### src/rtl/dual_channel_consumer_pkg.sv
// =============================================================================
// Module      : dual_channel_consumer_pkg
// Description : Shared widths, beat layout and channel encoding for the
//               dual-channel stream consumer. Provides fallback values for the
//               shared interface width defines when they are not already set.
// Revision    : 1.0 - initial release
// =============================================================================
`default_nettype none

`ifndef ADDRESS_WIDTH
`define ADDRESS_WIDTH 16
`endif
`ifndef ID_WIDTH
`define ID_WIDTH 4
`endif
`ifndef FIFO_ENTRY_WIDTH
`define FIFO_ENTRY_WIDTH (`ADDRESS_WIDTH + `ID_WIDTH)
`endif

package dual_channel_consumer_pkg;

   localparam int ADDR_W  = `ADDRESS_WIDTH;
   localparam int ID_W    = `ID_WIDTH;
   localparam int ENTRY_W = `FIFO_ENTRY_WIDTH;

   // Sequence checker start values and address stride
   localparam int SEQ_ID_RESET   = 1;
   localparam int SEQ_ADDR_RESET = 4;
   localparam int SEQ_ADDR_STEP  = 4;

   typedef enum logic {
      CH1 = 1'b0,
      CH2 = 1'b1
   } chan_e;

   typedef struct packed {
      logic [ADDR_W-1:0] addr;
      logic [ID_W-1:0]   id;
   } beat_t;

endpackage

`default_nettype wire

### src/rtl/dual_channel_consumer_fifo.sv
// =============================================================================
// Module      : consumer_fifo
// Description : Per-channel first-word-fall-through FIFO. Head is the oldest
//               entry; a write and a read at the same edge are both honoured,
//               including when full. Writes into a full FIFO without a read
//               are dropped.
// Revision    : 1.0 - initial release
// =============================================================================
`default_nettype none

module consumer_fifo #(
   parameter int FIFO_DEPTH  = 4,
   parameter int PTR_WIDTH   = 2,
   parameter int ENTRY_WIDTH = 20
) (
   input  logic                   clk,
   input  logic                   reset,
   input  logic                   wr_i,
   input  logic                   rd_i,
   input  logic [ENTRY_WIDTH-1:0] wdata_i,
   output logic [ENTRY_WIDTH-1:0] head_o,
   output logic [PTR_WIDTH:0]     count_o
);

   localparam logic [PTR_WIDTH:0] DEPTH_C = (PTR_WIDTH+1)'(FIFO_DEPTH);

   logic [ENTRY_WIDTH-1:0] mem_q [FIFO_DEPTH];
   logic [PTR_WIDTH-1:0]   wptr_q, rptr_q;
   logic [PTR_WIDTH:0]     count_q;
   logic                   do_wr, do_rd;

   assign do_rd   = rd_i && (count_q != '0);
   assign do_wr   = wr_i && ((count_q != DEPTH_C) || do_rd);
   assign head_o  = mem_q[rptr_q];
   assign count_o = count_q;

   // Storage array: data only, no reset needed since count gates visibility
   always_ff @(posedge clk) begin
      if (do_wr) mem_q[wptr_q] <= wdata_i;
   end

   // Pointers wrap naturally at PTR_WIDTH bits; count tracks occupancy
   always_ff @(posedge clk or posedge reset) begin
      if (reset) begin
         wptr_q  <= '0;
         rptr_q  <= '0;
         count_q <= '0;
      end else begin
         if (do_wr) wptr_q <= wptr_q + 1'b1;
         if (do_rd) rptr_q <= rptr_q + 1'b1;
         case ({do_wr, do_rd})
            2'b10:   count_q <= count_q + 1'b1;
            2'b01:   count_q <= count_q - 1'b1;
            default: count_q <= count_q;
         endcase
      end
   end

endmodule

`default_nettype wire

### src/rtl/dual_channel_consumer.sv
// =============================================================================
// Module      : dual_channel_consumer
// Description : Two-channel address/id stream receiver. Each channel buffers
//               into its own FIFO with early stall; heads are merged
//               round-robin onto one valid/ready output with a grant lock.
//               Optional per-channel sequence continuity checker, enabled by
//               defining CONSUMER_SEQ_CHECK_EN.
// Revision    : 1.0 - initial release
// =============================================================================
`default_nettype none

`ifndef ADDRESS_WIDTH
`define ADDRESS_WIDTH 16
`endif
`ifndef ID_WIDTH
`define ID_WIDTH 4
`endif

module dual_channel_consumer
   import dual_channel_consumer_pkg::*;
#(
   parameter int FIFO_DEPTH = 4,
   parameter int PTR_WIDTH  = 2
) (
   input  logic                      clk,
   input  logic                      reset,
   input  logic [`ADDRESS_WIDTH-1:0] in_address_1,
   input  logic [`ID_WIDTH-1:0]      in_id_1,
   input  logic                      in_valid_1,
   output logic                      out_stall_1,
   input  logic [`ADDRESS_WIDTH-1:0] in_address_2,
   input  logic [`ID_WIDTH-1:0]      in_id_2,
   input  logic                      in_valid_2,
   output logic                      out_stall_2,
   output logic [`ADDRESS_WIDTH-1:0] out_address,
   output logic [`ID_WIDTH-1:0]      out_id,
   output logic                      out_channel,
   output logic                      out_valid,
   input  logic                      in_ready,
   output logic                      err_overflow_1,
   output logic                      err_overflow_2,
   output logic                      err_seq_1,
   output logic                      err_seq_2
);

   localparam logic [PTR_WIDTH:0]   DEPTH_C = (PTR_WIDTH+1)'(FIFO_DEPTH);
   localparam logic [PTR_WIDTH+1:0] DEPTH_X = (PTR_WIDTH+2)'(FIFO_DEPTH);

   beat_t [1:0]             in_beat, head;
   beat_t                   sel;
   logic  [1:0]             in_vld, acc, rd, ne, stall, ovf, seq_err;
   logic  [1:0][PTR_WIDTH:0] cnt;
   chan_e                   grant, rr_q, lock_ch_q;
   logic                    lock_q, valid, xfer;

   assign in_beat[0] = '{addr: in_address_1, id: in_id_1};
   assign in_beat[1] = '{addr: in_address_2, id: in_id_2};
   assign in_vld     = {in_valid_2, in_valid_1};

   for (genvar c = 0; c < 2; c++) begin : g_ch
      consumer_fifo #(
         .FIFO_DEPTH  (FIFO_DEPTH),
         .PTR_WIDTH   (PTR_WIDTH),
         .ENTRY_WIDTH (ENTRY_W)
      ) u_fifo (
         .clk     (clk),
         .reset   (reset),
         .wr_i    (in_vld[c]),
         .rd_i    (rd[c]),
         .wdata_i (in_beat[c]),
         .head_o  (head[c]),
         .count_o (cnt[c])
      );

      assign ne[c]    = (cnt[c] != '0);
      // Counting the beat on the wire covers the one the registered source
      // launches after sampling stall low
      assign stall[c] = ((PTR_WIDTH+2)'(cnt[c]) + (PTR_WIDTH+2)'(in_vld[c])) >= DEPTH_X;
      assign acc[c]   = in_vld[c] && ((cnt[c] != DEPTH_C) || rd[c]);

      logic ovf_q;
      // A beat finding no room is lost; remember that until reset
      always_ff @(posedge clk or posedge reset) begin
         if (reset)                     ovf_q <= 1'b0;
         else if (in_vld[c] && !acc[c]) ovf_q <= 1'b1;
      end
      assign ovf[c] = ovf_q;

`ifdef CONSUMER_SEQ_CHECK_EN
      logic [ID_W-1:0]   exp_id_q;
      logic [ADDR_W-1:0] exp_addr_q;
      logic              seq_err_q;
      // Compare each stored beat with the prediction, then resync to it
      always_ff @(posedge clk or posedge reset) begin
         if (reset) begin
            exp_id_q   <= ID_W'(SEQ_ID_RESET);
            exp_addr_q <= ADDR_W'(SEQ_ADDR_RESET);
            seq_err_q  <= 1'b0;
         end else if (acc[c]) begin
            if ((in_beat[c].id != exp_id_q) || (in_beat[c].addr != exp_addr_q))
               seq_err_q <= 1'b1;
            exp_id_q   <= in_beat[c].id + ID_W'(1);
            exp_addr_q <= in_beat[c].addr + ADDR_W'(SEQ_ADDR_STEP);
         end
      end
      assign seq_err[c] = seq_err_q;
`else
      assign seq_err[c] = 1'b0;
`endif
   end

   // Grant: held while locked, else the only non-empty FIFO, else RR choice
   always_comb begin
      grant = CH1;
      if (lock_q)                grant = lock_ch_q;
      else if (ne[0] && ne[1])   grant = rr_q;
      else if (ne[1])            grant = CH2;
   end

   assign valid = (grant == CH2) ? ne[1] : ne[0];
   assign xfer  = valid && in_ready;
   assign rd    = {xfer && (grant == CH2), xfer && (grant == CH1)};
   assign sel   = (grant == CH2) ? head[1] : head[0];

   // Lock the grant while the head is offered but not taken; rotate on transfer
   always_ff @(posedge clk or posedge reset) begin
      if (reset) begin
         rr_q      <= CH1;
         lock_q    <= 1'b0;
         lock_ch_q <= CH1;
      end else begin
         lock_q    <= valid && !in_ready;
         lock_ch_q <= grant;
         if (xfer) rr_q <= (grant == CH1) ? CH2 : CH1;
      end
   end

   assign out_address    = sel.addr;
   assign out_id         = sel.id;
   assign out_channel    = (grant == CH2);
   assign out_valid      = valid;
   assign out_stall_1    = stall[0];
   assign out_stall_2    = stall[1];
   assign err_overflow_1 = ovf[0];
   assign err_overflow_2 = ovf[1];
   assign err_seq_1      = seq_err[0];
   assign err_seq_2      = seq_err[1];

endmodule

`default_nettype wire
### config.mk
export PLATFORM = sky130hd
export DESIGN_NAME = dual_channel_consumer
export DESIGN_NICKNAME = d
export VERILOG_FILES = /design/src/rtl/dual_channel_consumer_pkg.sv /design/src/rtl/dual_channel_consumer_fifo.sv /design/src/rtl/dual_channel_consumer.sv
export SDC_FILE = /design/constraint.sdc
export NUM_CORES = 1
export LEC_CHECK = 0
export CAP_MARGIN = 20
export CORE_MARGIN = 2
export CORE_UTILIZATION = 60
export DETAILED_ROUTE_END_ITERATION = 6
export PLACE_DENSITY_LB_ADDON = 0.08
export SYNTH_ARGS = -nofsm -noshare
export SYNTH_HDL_FRONTEND = slang
export SYNTH_SLANG_ARGS = --single-unit
### constraint.sdc
create_clock -name clk -period 3.9 [get_ports clk]
set_clock_uncertainty 0.2 [all_clocks]
set_input_delay 0.975 -clock clk [delete_from_list [all_inputs] [get_ports clk]]
set_output_delay 0.975 -clock clk [all_outputs]
set_load 0.01 [all_outputs]
==> impl_results.md <==
* Simple-gate portion of the synthesized area at 0.0260
* Mux cell area share after synthesis at 0.162
* Die Ht at 114 um
* Core Footprint at 11900 um^2
* Final hold viol count at 0
* Commonest non-fill, non-tap cell in the layout: edfxtp_1
* CTS tree: done
* Clk slew on worst S/H paths at 0.06 ns
* Vias/cell at 5.70
* CP endpoint kind: primary output
* Commonest cells after routing, fill and taps aside: edfxtp_1 (160), clkdlybuf4s50_1 (70), mux4_2 (40)
* Die footprint at 12900 um^2
* Flop and latch count out of synthesis at 179
* Register area share after synthesis at 0.731
* # IOs at 73
* Initial antenna violation count at 0
* GR Overflow Total at 0
* Row count at 40
* Total Wirelength at 12.3 mm
* DRC Markers at 0
* Worst Tran Pin Value at 0.733 ns
* Asr flop ratio synth at 0.106
* Largest net degree at the start of global routing at 23
* RSZ-0062 raised after global routing: no
* NumNets Final at 492
* Setup_tns at 0 ns
* H-tree level count at 4
* Critical path class: reg -> out
* CP Max Fanout at 22
* Synth Cell Area at 7220 um^2
* PortBufs at 70
* Initial Utilization at 0.609
* Initial DRC Count at 277
* WL per Instance at 20.6 um
* Layout area overhead at 21.4%
* Worst-case clock buffer depth at 2
* Vias in the first global route at 3566
* CP arrival at 2.58 ns
* R2r startpoint: lock_q
* Synth unique cells at 48
* Gpl congestion at 0.785
* Hold WC Path Type: reg -> reg
* Dominant synthesized flop cell: edfxtp_1
* Synthesized instance count at 346
* Design Power at 6.95 mW
* Resized cells post-CTS at 0
* Antenna diode count at 0
* Post-DP HPWL at 8.09 mm
* CTS Hold Bufs at 0
* Min-delay src: err_overflow_2
* Ys Warns at 0
* Post-synth EDFFs at 160
* Peak VDD IR at 0.000503 V
* Initial DRT Pass Iterations at 4
* Mean post-synth cell area at 20.9 um^2
* GRT Total Usage at 0.208
* Critical path required time at 2.72 ns
* Total CTS buffers at 17
* Run status: completed
* Main combinational cell family by area after synthesis: multiplexers
* Clock Sinks at 179
* Root Driver: clkbuf_16
* Via count at 3397
* Post-route minimum period at 3.76 ns
* Synth Area in Adders at 0.0211
* Antenna Nets Post-Route at 0
* Fmax achieved at 0.266 GHz
* Layout cell share with drive strength beyond 1 at 0.256
* Hold WS at 0.259 ns
* Setup crit start: g_ch[0].u_fifo.count_o[1]
* Final period util at 0.963
* Setup violations, final at 0
* Max-cap violations at 0
* Setup repair bufs after CTS at 0
* Xor/xnor share of the synthesized area at 0.0133
* Max-slew headroom at 0.511
* Die Width at 114 um
* Worst Setup Start Kind: flip-flop
* Worst-skew pair later-pin latency at 0.42 ns
* Final Max Slew Viols at 0
* Cell area power density at 793 nW/um^2
* Synth Area in Compound Gates at 0.0272
* First-pass GRT wire length at 19.2 mm
* Leak at 3.00 nW
==> sequential cells by signal (all words and copies together), names as in the netlist <==
name	count
g_ch.u_fifo.mem_q	160
g_ch.u_fifo.count_o	6
g_ch.u_fifo.rptr_q	4
g_ch.u_fifo.wptr_q	4
err_overflow_1	1
err_overflow_2	1
lock_ch_q	1
lock_q	1
rr_q	1
==> layout make-up <==
cell class / instances / area (um^2)
inverters: 13 / 48.8
fillers: 712 / 3100
well taps: 147 / 184
clock buffers: 26 / 553
multi-input cells: 141 / 1820
clock inverters: 6 / 36.3
repair buffers: 84 / 838
flip-flops and latches: 179 / 5280
==> power by group <==
part	leakage [nW]	internal (mW)	switching, mW
Clock	0.296	0.980	0.650
Sequential	1.68	2.56	0.219
Combinational	1.02	1.39	1.15
Total	3.00	4.93	2.02
==> synthesized netlist by cell type, types with 3 or more instances <==
cell type  count  area [um^2]
edfxtp_1     160         4800
mux4_2        40          901
mux2_2        21          236
dfrtp_1       19          475
inv_1         13         48.8
ha_1           9          113
and2_1         8         50.1
nand2_1        7         26.3
xnor2_1        7         61.3
buf_4          5         37.5
buf_2          4         20.0
clkbuf_1       4         15.0
nor2_1         4         15.0
xor2_1         4         35.0
a21oi_1        3         15.0
==> kinds of logic after synthesis <==
group | count (synthesis)
xor gates and xnor gates | 11
adders and majority gates | 11
and+or+nand+nor | 31
AOI/OAI and AO/OA | 22
muxes | 64
buffers and inverters | 27
other | 1
DFF | 179
==> stage by stage <==
stage | cell area (um^2) | utilization | setup slack, ns | std cells
2_1_floorplan | 7220 | - | 1.11 | 347
3_3_place_gp | 8160 | 0.688 | 0.475 | 564
3_5_place_dp | 8160 | 0.688 | 0.409 | 564
4_1_cts | 8750 | 0.738 | 0.0109 | 596
5_1_grt | 8760 | 0.739 | 0.00624 | 596
6_report | 8760 | 0.739 | 0.143 | 596
==> layer usage <==
| metal | vias up | track usage | part of all wire |
|---|---|---|---|
| met5 | - | 0 | 0 |
| met4 | 0 | 0.0585 | 0.0059 |
| met3 | 8 | 0.0792 | 0.070 |
| met2 | 103 | 0.345 | 0.52 |
| met1 | 1707 | 0.261 | 0.41 |
| li1 | 1579 | - | - |
==> worst max-delay path, stage by stage (launching register included) <==
cell	delay, ns
dfrtp_1	0.48
nor3_4	0.26
nor2_1	0.10
o31ai_4	0.19
buf_8	0.23
mux2_2	0.36
clkdlybuf4s50_1	0.53
==> final timing paths <==
kind / endpoint / cells after the start / slack [ns]
max in group asynchronous: g_ch[0].u_fifo.count_o[0] / 2 / 2.22
max: out_address[8] / 6 / 0.14
max reg2reg: g_ch[1].u_fifo.count_o[2] / 10 / 1.22
min in group asynchronous: err_overflow_1 / 2 / 0.78
min: err_overflow_2 / 1 / 0.26
min reg2reg: err_overflow_2 / 1 / 0.26
No activity file was read; power rests on OpenSTA's default activity.
